==> src/rtl/reg_dump_pkg.sv <==
// Shared widths, read-enable encoding and FSM state codes for the register-file dump engine.
package reg_dump_pkg;

  localparam int REG_BUS_W      = 32;
  localparam int REG_ADDR_BUS_W = 5;
  localparam int REG_NUM        = 32;

  localparam logic                 READ_ENABLE  = 1'b1;
  localparam logic                 READ_DISABLE = 1'b0;
  localparam logic [REG_BUS_W-1:0] ZERO_WORD    = '0;

  typedef enum logic [1:0] {
    DUMP_IDLE = 2'd0,
    DUMP_READ = 2'd1,
    DUMP_SEND = 2'd2,
    DUMP_FIN  = 2'd3
  } dump_state_e;

endpackage

==> src/rtl/reg_dump.sv <==
// Debug read-out engine: walks a contiguous (wrapping) register range through one regfile
// read port and streams (address, data) pairs over a valid/ready interface.
module reg_dump
  import reg_dump_pkg::*;
(
  input  logic                      clk,
  input  logic                      rst,
  input  logic                      start,
  input  logic [REG_ADDR_BUS_W-1:0] start_addr,
  input  logic [REG_ADDR_BUS_W-1:0] end_addr,
  input  logic                      abort,
  output logic                      busy,
  output logic                      done,
  output logic                      re,
  output logic [REG_ADDR_BUS_W-1:0] raddr,
  input  logic [REG_BUS_W-1:0]      rdata,
  output logic                      dump_valid,
  input  logic                      dump_ready,
  output logic [REG_ADDR_BUS_W-1:0] dump_addr,
  output logic [REG_BUS_W-1:0]      dump_data
);

  dump_state_e               state_q, state_d;
  logic [REG_ADDR_BUS_W-1:0] cur_q, cur_d;
  logic [REG_ADDR_BUS_W-1:0] end_q, end_d;
  logic                      valid_q, valid_d;
  logic [REG_ADDR_BUS_W-1:0] daddr_q, daddr_d;
  logic [REG_BUS_W-1:0]      ddata_q, ddata_d;

  always_ff @(posedge clk or negedge rst) begin
    if (!rst) begin
      state_q <= DUMP_IDLE;
      cur_q   <= '0;
      end_q   <= '0;
      valid_q <= 1'b0;
      daddr_q <= '0;
      ddata_q <= ZERO_WORD;
    end else begin
      state_q <= state_d;
      cur_q   <= cur_d;
      end_q   <= end_d;
      valid_q <= valid_d;
      daddr_q <= daddr_d;
      ddata_q <= ddata_d;
    end
  end

  always_comb begin
    state_d = state_q;
    cur_d   = cur_q;
    end_d   = end_q;
    valid_d = valid_q;
    daddr_d = daddr_q;
    ddata_d = ddata_q;

    unique case (state_q)
      DUMP_IDLE: begin
        if (start) begin
          cur_d   = start_addr;
          end_d   = end_addr;
          state_d = DUMP_READ;
        end
      end
      DUMP_READ: begin
        ddata_d = rdata;
        daddr_d = cur_q;
        valid_d = 1'b1;
        state_d = DUMP_SEND;
      end
      DUMP_SEND: begin
        if (valid_q && dump_ready) begin
          valid_d = 1'b0;
          if (cur_q == end_q) begin
            state_d = DUMP_FIN;
          end else begin
            // 5-bit counter wraps 31 -> 0 naturally
            cur_d   = cur_q + 1'b1;
            state_d = DUMP_READ;
          end
        end
      end
      DUMP_FIN: begin
        state_d = DUMP_IDLE;
      end
      default: begin
        state_d = DUMP_IDLE;
      end
    endcase

    // Abort overrides everything above; the output word is left as it was
    if (abort && (state_q != DUMP_IDLE)) begin
      state_d = DUMP_IDLE;
      valid_d = 1'b0;
      cur_d   = cur_q;
      daddr_d = daddr_q;
      ddata_d = ddata_q;
    end
  end

  // cur only moves on entry to READ, so it doubles as the held read address
  assign raddr      = cur_q;
  assign re         = (state_q == DUMP_READ) ? READ_ENABLE : READ_DISABLE;
  assign busy       = (state_q != DUMP_IDLE);
  assign done       = (state_q == DUMP_FIN);
  assign dump_valid = valid_q;
  assign dump_addr  = daddr_q;
  assign dump_data  = ddata_q;

endmodule

==> config.mk <==
export PLATFORM = sky130hd
export DESIGN_NAME = reg_dump
export DESIGN_NICKNAME = d
export VERILOG_FILES = /design/src/rtl/reg_dump_pkg.sv /design/src/rtl/reg_dump.sv
export SDC_FILE = /design/constraint.sdc
export NUM_CORES = 1
export LEC_CHECK = 0
export CAP_MARGIN = 10
export CORE_MARGIN = 2
export CORE_UTILIZATION = 45
export CTS_BUF_LIST = sky130_fd_sc_hd__clkbuf_4 sky130_fd_sc_hd__clkbuf_8 sky130_fd_sc_hd__clkbuf_16
export DETAILED_ROUTE_END_ITERATION = 7
export PLACE_DENSITY = 0.86
export SYNTH_ARGS = -nofsm -noshare
export SYNTH_HDL_FRONTEND = slang
export SYNTH_SLANG_ARGS = --single-unit
export TNS_END_PERCENT = 100
==> constraint.sdc <==
create_clock -name clk -period 2.4 [get_ports clk]
set_input_delay 0.36 -clock clk [delete_from_list [all_inputs] [get_ports clk]]
set_output_delay 0.36 -clock clk [all_outputs]
set_load 0.03 [all_outputs]
==> out/results.ini, run 1 <==
[detailed_routing]
drc = 0
ant_nets = 0
detail_route.wl_per_cell_um = 14.44
firstDrtPassIters = 4
drt_iter0_drc = 56
drt-total-wl_um = 4346
routed_via_density = 5.196
dr_total_vias = 1564

[timing]
fin_crit_sh_pct = 86.06
whs_ns = 0.1489
drv_slew = 0
worst_pin_slew_ns = 0.6246
skew_ns = 0.004661
rsz0062_at_grt = false
fin_crit_ns = 2.065
hold_viol = 0
maxSlewHeadroom_pct = 58.27
max_freq_mhz = 484.2
setup_viol = 0
fin_tns_setup_ns = 0

[logic_synthesis]
yosys.area.top_type = dfrtp_1
synth-seq-cells = 50
synth.area.top_cells = dfrtp_1, mux2_2, xor2_1, buf_6, nand2_1
yosysMostFrequentCell = dfrtp_1
async_flop_share_pct = 100.0
avgSynthCellArea_um2 = 14.16
yosysUniqueCellTypes = 29
netlist.area_leader.share_pct = 58.51
synth_fp_nets = 199
synth_edf_count = 0
synthTopCellsByCount = dfrtp_1, mux2_2, nand2_1, xor2_1
ys.warnings.count = 0
synthesis.area_um2 = 2138
ys.flop_type = dfrtp_1
synth-seq-area-share_pct = 58.51
syn-instance-count = 151

[place]
post-dp-hpwl_um = 3189
io_buffers = 92
postPlaceCellArea_um2 = 3107
dp.cells = 293
gp_congestion = 0.8464

[clock_network]
clock_sinks = 50
post_cts_buffers = 0
cts_resized = 0
htree_levels = 2
cts_max_path_buffers = 2
path_clk_slew_ns = 0.08
cts_tree = yes
clk-insertion-delay-late_ns = 0.29
cts-root-buf = clkbuf_8
numCtsBuffers = 5
cts-hold-fix-buffers = 0

[grt]
grt_pass1_wl_um = 7217
grt_max_degree = 51
grt_overflow = 0
antenna_found_initial = 0
grtUsageTotal_pct = 17.73
grt_pass1_vias = 1612

[die]
dieArea_um2 = 5320
num_io_pins = 93
num_rows = 25
die-height_um = 72.94
core_area_um2 = 4661
die_w_um = 72.94
start_util_pct = 45.88

[layout]
utilization_pct = 68.70
final_area_um2 = 3202
final_nets = 294
antenna_cells = 0
synthToLayoutAreaGrowth_pct = 49.74
drive_above_1_share_pct = 23.89
fin_cells = 301

[worst_setup_path]
required_ns = 2.04
worst-setup-path-type = reg2out
crit_family = buffers and inverters
worst_setup_path_end_kind = output port
cpPeakStageDelay_ns = 0.70
critPathLaunchType = flip-flop
critPathSlowestCell = clkdlybuf4s50_1
cp_max_fo = 8
crit_chain = nor2b_1 > clkdlybuf4s50_1
critical_path_buf_inv_count = 1
crit_arrival_ns = 1.71

[job]
max_cap_violations = 0

[power_and_ir_drop]
leakagePower_nw = 1.316
cellPowerDensity_nw_per_um2 = 1255
vdd_drop_max_mv = 0.6874

[outcome]
status = complete, no violations

[min_path]
hold_path_class = in2async

==> placed cells by master, fill, tap and decap left out, types with 2 or more instances in the layout <==
| cell | Yosys | layout |
|---|---|---|
| o22ai_1 | 2 | 2 |
| clkbuf_8 | 0 | 6 |
| a2bb2oi_1 | 3 | 3 |
| nand3_1 | 2 | 2 |
| a221oi_1 | 3 | 3 |
| inv_1 | 3 | 3 |
| o21ai_0 | 3 | 3 |
| mux2_2 | 42 | 42 |
| nor2b_1 | 4 | 3 |
| xor2_1 | 5 | 5 |
| nand2_1 | 7 | 7 |
| and2_1 | 2 | 2 |
| dfrtp_1 | 50 | 50 |
| nor2_1 | 4 | 4 |
| nand2b_1 | 3 | 3 |
| a21o_1 | 2 | 2 |
| clkdlybuf4s50_1 | 0 | 91 |
==> where the power goes <==
group,total [mW],internal (mW),switching [mW]
sequential,1.44,1.20,0.248
clock,0.501,0.244,0.257
combinational,2.07,0.990,1.08
total,4.02,2.43,1.59
==> stage by stage <==
| step | power [mW] | worst slack [ns] |
|---|---|---|
| after floorplan | 2.657 | 0.5206 |
| after global placement | 3.504 | 0.4553 |
| after detailed placement | 3.554 | 0.4273 |
| after CTS | 4.063 | 0.3210 |
| after global routing | 4.244 | 0.2649 |
| final | 4.019 | 0.3345 |
==> final cells by class <==
class	instances	area [um2]
flip-flops and latches	50	1251
well taps	54	67.56
clock inverters	1	5.005
multi-input cells	92	833.3
clock buffers	7	90.09
repair buffers	94	943.4
inverters	3	11.26
fillers	366	1459
==> state kept, by name (all words and copies together) (netlist names) <==
signal and count:
raddr 5, end_q 5, dump_data 32, dump_addr 5
state_q 2, dump_valid 1
==> kinds of logic (layout without fill, tap and decap cells) <==
family / count (synthesis) / in the layout / share of synthesized area (%)
DFF: 50 / 50 / 58.51
muxes: 43 / 43 / 22.82
and+or+nand+nor: 24 / 24 / 6.436
AOI/OAI and AO/OA: 19 / 19 / 6.729
buffers and inverters: 9 / 105 / 2.867
xor gates and xnor gates: 5 / 5 / 2.048
adders and majority gates: 1 / 1 / 0.5850
==> final timing paths <==
| path | cells after the start | from | slack [ns] | to |
|---|---|---|---|---|
| max | 2 | state_q[0]$_DFFE_PN0P_ | 0.33 | re |
| min | 2 | rst | 0.15 | dump_addr[3]$_DFFE_PN0P_ |
| max reg2reg | 4 | raddr[3]$_DFFE_PN0P_ | 0.68 | raddr[1]$_DFFE_PN0P_ |
| min reg2reg | 1 | dump_addr[2]$_DFFE_PN0P_ | 0.51 | dump_addr[2]$_DFFE_PN0P_ |
| max in group asynchronous | 2 | rst | 1.83 | raddr[0]$_DFFE_PN0P_ |
| min in group clk | 1 | dump_addr[2]$_DFFE_PN0P_ | 0.51 | dump_addr[2]$_DFFE_PN0P_ |
==> routing by layer <==
metal / share of wire, % / GRT usage (%) / up-vias / routed length [um]
met5: 0 / 0 / - / 0
met4: 1.1 / 5.144 / 0 / 47
met1: 41 / 20.80 / 762 / 1786
li1: - / - / 723 / -
met3: 6.8 / 4.558 / 7 / 294
met2: 51 / 31.92 / 72 / 2217
(Power assumes the default switching activity.)
==> run 2: changes to the inputs <==
--- a/config.mk
+++ b/config.mk
@@ -9,6 +9,7 @@
 export CORE_MARGIN = 2
-export CORE_UTILIZATION = 45
+export CORE_UTILIZATION = 43
 export CTS_BUF_LIST = sky130_fd_sc_hd__clkbuf_4 sky130_fd_sc_hd__clkbuf_8 sky130_fd_sc_hd__clkbuf_16
 export DETAILED_ROUTE_END_ITERATION = 7
-export PLACE_DENSITY = 0.86
+export GPL_ROUTABILITY_DRIVEN = 1
+export PLACE_DENSITY = 0.83
 export SYNTH_ARGS = -nofsm -noshare
==> constraint.sdc (replaced) <==
create_clock -name clk -period 2.4 [get_ports clk]
set_input_delay 0.6 -clock clk [delete_from_list [all_inputs] [get_ports clk]]
set_output_delay 0.6 -clock clk [all_outputs]
set_load 0.03 [all_outputs]
==> run 2 against run 1 <==
Against the previous run:
- global-route usage is 0.65 points lower
- clock power decreased by 4.8%
- largest power group unchanged
- non-clock buffer count is 2 higher
- sequential share of layout area fell by 0.32 points
==> out/results.ini, run 2 (synthesis gave the netlist of run 1 again) <==
[worst_setup_path]
startpoint = state_q[1]$_DFFE_PN0P_
critPathSlowestCell = clkdlybuf4s50_1
required_ns = 1.80  ; -0.24 ns
cp_max_fo = 9  ; +1
crit_chain = nor2_1 > inv_1 > clkdlybuf4s50_1
r2r_end = raddr[1]$_DFFE_PN0P_
rr_worst_depth = 4  ; unchanged
r2r_setup_slack_ns = 0.64  ; -0.04 ns
cpPeakStageDelay_ns = 0.60  ; -0.10 ns
worst-setup-path-type = reg2out
worst_setup_path_end_kind = output port
critPathLaunchType = flip-flop
crit_end = busy
crit_arrival_ns = 1.66  ; -0.05 ns
timing.rr.start = raddr[1]$_DFFE_PN0P_

[detailed_routing]
drt_iter0_drc = 41  ; -27%
drt-total-wl_um = 4585  ; +5.5%
ant_nets = 0  ; unchanged
dr_total_vias = 1550  ; -0.90%
firstDrtPassIters = 4  ; unchanged
drc = 0  ; unchanged
routed_via_density = 4.905  ; -5.6%
detail_route.wl_per_cell_um = 14.51  ; +0.49%

[clock_network]
htree_levels = 2  ; unchanged
clk-insertion-delay-late_ns = 0.30  ; about the same
cts_max_path_buffers = 2  ; unchanged
clock_sinks = 50  ; unchanged
path_clk_slew_ns = 0.09  ; about the same
cts-root-buf = clkbuf_8
cts_tree = yes
post_cts_buffers = 0  ; unchanged
numCtsBuffers = 5  ; unchanged
cts-hold-fix-buffers = 0  ; unchanged
cts_resized = 0  ; unchanged

[die]
core_area_um2 = 4755  ; +2.0%
num_rows = 25  ; unchanged
die-height_um = 74.52  ; +2.2%
start_util_pct = 44.97  ; -0.91 points
die_w_um = 74.52  ; +2.2%
dieArea_um2 = 5553  ; +4.4%
num_io_pins = 93  ; unchanged

[power_and_ir_drop]
total_power_mw = 4.000  ; -0.46%
cellPowerDensity_nw_per_um2 = 1239  ; -1.3%
p_seq_share_pct = 36.1  ; +0.2 points
leakagePower_nw = 1.318  ; +0.16%
clockPowerShare_pct = 11.9  ; -0.6 points
pwr-share-comb_pct = 52.0  ; +0.4 points
p_sw_share_pct = 40.18  ; +0.65 points
internal_power_mw = 2.393  ; -1.5%
p_sw_mw = 1.607  ; +1.2%
vdd_drop_max_mv = 0.6838  ; -0.53%

[timing]
worst_pin_slew_ns = 0.6450  ; +0.02034 ns
fin_crit_ns = 2.259  ; +0.1936 ns
skew_ns = 0.004602  ; -0.00005912 ns
fin_tns_setup_ns = 0  ; unchanged
rsz0062_at_grt = false
maxSlewHeadroom_pct = 57.00  ; -1.3 points
max_freq_mhz = 442.7  ; -8.6%
hold_viol = 0  ; unchanged
drv_slew = 0  ; unchanged
fin_crit_sh_pct = 94.13  ; +8.1 points
setup_viol = 0  ; unchanged
whs_ns = 0.3180  ; +0.1691 ns

[layout]
final_common_cell = clkdlybuf4s50_1
synthToLayoutAreaGrowth_pct = 50.97
drive_above_1_share_pct = 24.50  ; +0.61 points
largest_reg_flops = 32  ; unchanged
utilization_pct = 67.89  ; -0.80 points
fin_cells = 316  ; +5.0%
final_nets = 296  ; +0.68%
antenna_cells = 0  ; unchanged
mostFrequentLayoutCells = clkdlybuf4s50_1, dfrtp_1, mux2_2

[grt]
antenna_found_initial = 0  ; unchanged
grt_pass1_vias = 1526  ; -5.3%
grt_pass1_wl_um = 7107  ; -1.5%
grt_overflow = 0  ; unchanged
grt_max_degree = 38  ; -25%
grtUsageTotal_pct = 17.08  ; -0.65 points

[job]
max_cap_violations = 0  ; unchanged

[outcome]
status = complete, no violations

[place]
io_buffers = 92  ; unchanged
gp_congestion = 0.8926  ; +5.5%
dp.cells = 308  ; +5.1%
post-dp-hpwl_um = 3405  ; +6.8%

[min_path]
hold_path_class = in2async

[run 2: changes by cell type in the layout (fill, tap and decap cells not counted), sizes merged]
cell	change
clkinv	+1
buf	+2
clkbuf	-2
clkinvlp	+1
[run 2: through the flow]
step           setup WS, ns  instance area (um2)
6_report             0.1409                 3228
2_1_floorplan        0.5206                 2138
5_1_grt             0.05396                 3228
3_5_place_dp         0.2849                 3138
4_1_cts              0.1294                 3228
3_3_place_gp         0.3279                 3138
[run 2: power groups by stage]
stage	combinational, mW	sequential, mW	clock, mW
3_3_place_gp	2.08	1.45	0
4_1_cts	2.11	1.45	0.503
3_5_place_dp	2.10	1.46	0
5_1_grt	2.20	1.50	0.537
2_1_floorplan	0.573	2.08	0
6_report	2.08	1.44	0.477
[run 2: layout make-up]
type | count | area, um2
sequential | 50 | 1251
fill | 386 | 1526
tap | 67 | 83.83
multi-input combinational | 92 | 833.3
inverter | 3 | 11.26
clock buffer | 5 | 68.82
clock inverter | 3 | 21.27
timing repair buffer | 96 | 958.4
[run 2: worst max-delay path, delay by kind of cell (launching register included)]
family                 cells  cell delay [ns]
AND/OR/NAND/NOR            1             0.22
buffers and inverters      2             0.67
flip-flops                 1             0.48
[run 2: how the worst min path moves through the flow]
stage               slack, ns                      from                       end  cells past startpoint
global route             0.35                       rst  dump_data[3]$_DFFE_PN0P_                      1
finish                   0.32                       rst  dump_data[6]$_DFFE_PN0P_                      1
floorplan                0.30                       rst  dump_addr[0]$_DFFE_PN0P_                      0
global placement         0.49  dump_data[8]$_DFFE_PN0P_  dump_data[8]$_DFFE_PN0P_                      1
detailed placement       0.49  dump_addr[0]$_DFFE_PN0P_  dump_addr[0]$_DFFE_PN0P_                      1
CTS                      0.33                       rst  dump_data[3]$_DFFE_PN0P_                      1
[run 2: routing by layer]
layer | wire, um | GRT usage, % | part of all wire (%) | up-vias
met2 | 2466 | 29.30 | 54 | 58
li1 | - | - | - | 734
met1 | 1804 | 21.14 | 39 | 750
met3 | 251 | 4.878 | 5.5 | 8
met4 | 62 | 4.762 | 1.4 | 0
met5 | 0 | 0 | 0 | -
==> run 3: changes to the inputs <==
Settings changed: CAP_MARGIN 10 to 0.
==> results of run 3 <==
No change in the layout: final DEF, timing and power equal those of run 2.
